<file path="src/rtl/mdw_loader.sv">
// Frame loader for the unpaired-word finder: writes N words into the finder table,
// starts one sweep and returns its result. Optional XOR cross-check: MDW_LOADER_XOR_CHECK_EN.
`timescale 1ns/1ps
module mdw_loader #(
   parameter int W = 5,
   parameter int N = 17
) (
   input  logic                 clk,
   input  logic                 rst_n,
   input  logic                 in_vld,
   input  logic [W-1:0]         in_dat,
   output logic                 in_rdy,
   output logic                 state_upt,
   output logic [$clog2(N)-1:0] state_id,
   output logic [W-1:0]         state_dat,
   output logic                 cntrl_start,
   input  logic                 cntrl_busy_r,
   input  logic [W-1:0]         cntrl_dat_r,
   output logic                 res_vld_r,
   input  logic                 res_rdy,
   output logic [W-1:0]         res_dat_r,
   output logic                 res_err_r
);

   localparam int IW = $clog2(N);

   typedef enum logic [1:0] {LOAD, START, WAIT, RESULT} state_t;

   state_t          state_r, state_nxt;
   logic [IW-1:0]   wr_ptr_r;
   logic            wait_armed_r;
   logic            in_xfer;
   logic            res_xfer;
   logic            last_word;
   logic            capture;

   assign in_xfer   = in_vld & in_rdy;
   assign res_xfer  = res_vld_r & res_rdy;
   assign last_word = (wr_ptr_r == IW'(N - 1));
   // The finder needs one edge to raise busy, so the first WAIT cycle is never a capture cycle.
   assign capture   = (state_r == WAIT) & wait_armed_r & ~cntrl_busy_r;

   assign state_upt = in_xfer & rst_n;
   assign state_id  = wr_ptr_r;
   assign state_dat = in_dat;

   // NOTE: sequential state uses non-blocking assignments so every flop samples pre-edge values.
   always_ff @(posedge clk or negedge rst_n) begin
      if (!rst_n) state_r <= LOAD;
      else        state_r <= state_nxt;
   end

   // NOTE: every output of this block gets a default first, so no path can infer a latch.
   always_comb begin
      state_nxt   = state_r;
      in_rdy      = 1'b0;
      cntrl_start = 1'b0;
      case (state_r)
         LOAD: begin
            in_rdy = 1'b1;
            if (in_xfer && last_word) state_nxt = START;
         end
         START: begin
            cntrl_start = 1'b1;
            state_nxt   = WAIT;
         end
         WAIT: begin
            if (capture) state_nxt = RESULT;
         end
         RESULT: begin
            if (res_xfer) state_nxt = LOAD;
         end
         default: state_nxt = LOAD;
      endcase
   end

   always_ff @(posedge clk or negedge rst_n) begin
      if (!rst_n) begin
         wr_ptr_r     <= '0;
         wait_armed_r <= 1'b0;
         res_vld_r    <= 1'b0;
         res_dat_r    <= '0;
      end else begin
         if (in_xfer) wr_ptr_r <= last_word ? '0 : wr_ptr_r + 1'b1;
         wait_armed_r <= (state_r == WAIT);
         if (capture) begin
            res_vld_r <= 1'b1;
            res_dat_r <= cntrl_dat_r;
         end else if (res_xfer) begin
            res_vld_r <= 1'b0;
         end
      end
   end

`ifdef MDW_LOADER_XOR_CHECK_EN
   logic [W-1:0] acc_r;

   // A well-formed frame XORs down to its unpaired word, which must match the finder.
   always_ff @(posedge clk or negedge rst_n) begin
      if (!rst_n) begin
         acc_r     <= '0;
         res_err_r <= 1'b0;
      end else begin
         if (res_xfer)     acc_r <= '0;
         else if (in_xfer) acc_r <= acc_r ^ in_dat;
         if (capture) res_err_r <= (acc_r != cntrl_dat_r);
      end
   end
`else
   assign res_err_r = 1'b0;
`endif

endmodule

</file>
<file path="config.mk">
export PLATFORM = sky130hd
export DESIGN_NAME = mdw_loader
export DESIGN_NICKNAME = d
export VERILOG_FILES = /design/src/rtl/mdw_loader.sv
export SDC_FILE = /design/constraint.sdc
export NUM_CORES = 1
export LEC_CHECK = 0
export BUFFER_PORTS_ARGS = -buffer_cell sky130_fd_sc_hd__clkbuf_2
export CORE_ASPECT_RATIO = 1.2
export CORE_MARGIN = 3
export CORE_UTILIZATION = 41
export CTS_BUF_LIST = sky130_fd_sc_hd__clkbuf_4 sky130_fd_sc_hd__clkbuf_8
export DETAILED_ROUTE_END_ITERATION = 7
export PLACE_DENSITY = 0.71
export SYNTH_ARGS = -nofsm -noshare
export SYNTH_HDL_FRONTEND = slang
export SYNTH_SLANG_ARGS = --single-unit
</file>
<file path="constraint.sdc">
create_clock -name clk -period 1.7 [get_ports clk]
set_input_delay 0.085 -clock clk [delete_from_list [all_inputs] [get_ports clk]]
set_output_delay 0.085 -clock clk [all_outputs]
set_load 0.005 [all_outputs]
</file>
==> flow_summary.json <==
{
  "dpl.cell_count": 104,
  "place_area_sq_um": 868,
  "place_ws_ps": 105,
  "drc": 0,
  "cts_root_buf": "clkbuf_4",
  "via_count": 548,
  "setup_tns_ps": 0,
  "globalplace.congestion": 0.692,
  "dieArea_sq_mm": 0.00247,
  "synthFlopType": "dfrtp_1",
  "diodes": 0,
  "finalSetupViolCount": 0,
  "routed-wl-met2_um": 711,
  "drtAntennaViolNets": 0,
  "syn-cell-area_sq_um": 781,
  "timing.final.crit_period_ps": 1600,
  "die_x_um": 45.8,
  "power_density_mw_per_mm2": 1660,
  "clock_latency_ps": 280,
  "worstPathRequired_ps": 1860,
  "ys_seq_area_share_pct": 44.9,
  "netlist_instances": 70,
  "cts_made_buffers": 3,
  "layout-drive-gt1-share_pct": 39.6,
  "skew_ps": 6.54,
  "num_io_pins": 35,
  "yosysWarningCount": 0,
  "grt_max_degree": 16,
  "cts_resized": 0,
  "num_rows": 16,
  "hp-class": "input port to flip-flop",
  "setup_slack_ps": 99.5,
  "wl_met3_um": 82,
  "die_height_um": 53.8,
  "grt.overflow.total": 0,
  "avgViaCountPerCell": 5.03,
  "critical_path.max_fanout": 4,
  "synthArstFlopShare_pct": 100,
  "end_kind": "flip-flop",
  "firstDrtPassIters": 2,
  "synth_area_leader_cell": "dfrtp_1",
  "cts_tree": "yes",
  "synthTopCellsByArea": "dfrtp_1, ha_1, mux2_2, buf_4, inv_1",
  "path_class": "flip-flop to flip-flop",
  "first_global_vias": 534,
  "drt-wirelength-per-cell_um": 12.7,
  "ir_drop_mv": 0.987,
  "antenna_found_initial": 0,
  "met1_length_um": 581,
  "yosysUniqueCellTypes": 25,
  "status": "complete, no violations",
  "final_cells": 109,
  "synth_nets": 92,
  "hpwl_um": 1060,
  "highest_layer": "met4",
  "p_leak_nw": 0.496,
  "nNetsFinal": 114,
  "yosysMostFrequentCell": "dfrtp_1",
  "ctsHoldBuffers": 1,
  "fmax_mhz": 625,
  "cts_num_sinks": 14,
  "cts_post_setup_buffers_inserted": 0,
  "drt_wl_total_um": 1390,
  "cts_max_level": 1,
  "fin_area_sq_um": 915,
  "synth_edf_count": 0,
  "dr.first_iter.drc_count": 2,
  "hold_violations": 0,
  "grt_use_total_pct": 12.4,
  "start_util_pct": 45.3,
  "cp.arrival_ps": 1760,
  "path_clk_slew_ps": 80,
  "yosys_register_bits": 14,
  "io_buffers": 23,
  "design.core.area_sq_mm": 0.00172,
  "r2r-start": "state_id[0]",
  "avgSynthCellArea_sq_um": 11.2,
  "grt_pass1_wl_um": 2140,
  "hold_start": "res_rdy",
  "crit_start": "state_id[0]",
  "synth_commonest_cells": "dfrtp_1, ha_1, inv_1",
  "fin_util_pct": 53.1,
  "rsz0062_at_grt": "false",
  "area_growth_pct": 17.1,
  "cts.path.max_buffers": 2,
  "synth_top_area_share_pct": 44.9,
  "critPathLaunchType": "flip-flop",
  "maxCapViolCount": 0,
  "finalCritPeriodShare_pct": 94.1,
  "maxSlewViolCount": 0
}
[layout make-up]
| cell class | count | area, sq um |
|---|---|---|
| Inverter | 7 | 26.3 |
| Timing Repair Buffer | 24 | 125 |
| Multi-Input combinational cell | 42 | 354 |
| Fill cell | 160 | 807 |
| Clock buffer | 4 | 36.3 |
| Tap cell | 18 | 22.5 |
| Sequential cell | 14 | 350 |
[cell families after synthesis]
kind of cell,synth area share [%]
adders and majority gates,11.2
DFF,44.9
xor gates and xnor gates,1.12
muxes,11.7
AOI/OAI and AO/OA,7.37
buffers and inverters,9.78
and+or+nand+nor,13.5
other,0.480
[critical path, cell delays in order, from the launching register on]
cell	delay, ps
dfrtp_1	420
inv_1	110
ha_1	240
nand3b_4	110
o31ai_4	180
nand3_2	120
mux2_4	310
[routing by layer]
layer	GRT usage, %	vias up
met4	8.53	0
met5	0	-
met3	3.34	2
li1	-	268
met1	14.1	262
met2	20.0	16
[placed cells by master (no fill, tap or decap)]
cell type       n
o31ai_4         1
clkbuf_4        3
a21oi_1         1
conb_1          1
ha_1            7
nand3b_4        1
mux2_4          1
and3_1          1
mux2i_1         2
clkbuf_8        1
nand3b_1        2
clkbuf_2       23
dfrtp_1        14
nand4_1         1
o21ai_0         4
nand3_1         2
inv_1           7
xnor2_1         1
nand3_2         1
and2_1          1
nor3_1          1
mux2_2          5
nor2_1          2
o21ai_1         1
nand2_1         5
dlygate4sd3_1   1
a31oi_1         1
[stage by stage]
step / hold slack [ps] / total power [W]
detailed placement: 22.7 / 0.00130
global placement: 12.8 / 0.00127
CTS: 20.4 / 0.00155
finish: 32.1 / 0.00152
floorplan: -211 / 0.00106
global route: 18.3 / 0.00166
[where the power goes]
part / internal, W / leakage, nW / switching [W]
Sequential: 0.000482 / 0.174 / 0.000131
Combinational: 0.000355 / 0.301 / 0.000313
Clock: 0.000130 / 0.0210 / 0.000109
Total: 0.000967 / 0.496 / 0.000553
[path summary, 6_finish.rpt]
| check | end | slack (ps) | cells after the start |
|---|---|---|---|
| worst max-delay path | state_r[1] | 100 | 6 |
| worst min-delay path | res_vld_r | 30 | 2 |
| worst max register to register | state_r[1] | 100 | 6 |
| worst min register to register | res_dat_r[4] | 510 | 1 |
| max in group asynchronous | state_id[0] | 1180 | 2 |
| min in group asynchronous | res_dat_r[4] | 250 | 2 |
[registers in the layout, indices dropped and copies added (netlist names)]
register and flops:
res_dat_r 5, res_vld_r 1, state_id 5, state_r 2, wait_armed_r 1
Note: power is estimated with default switching activity, not from simulation.
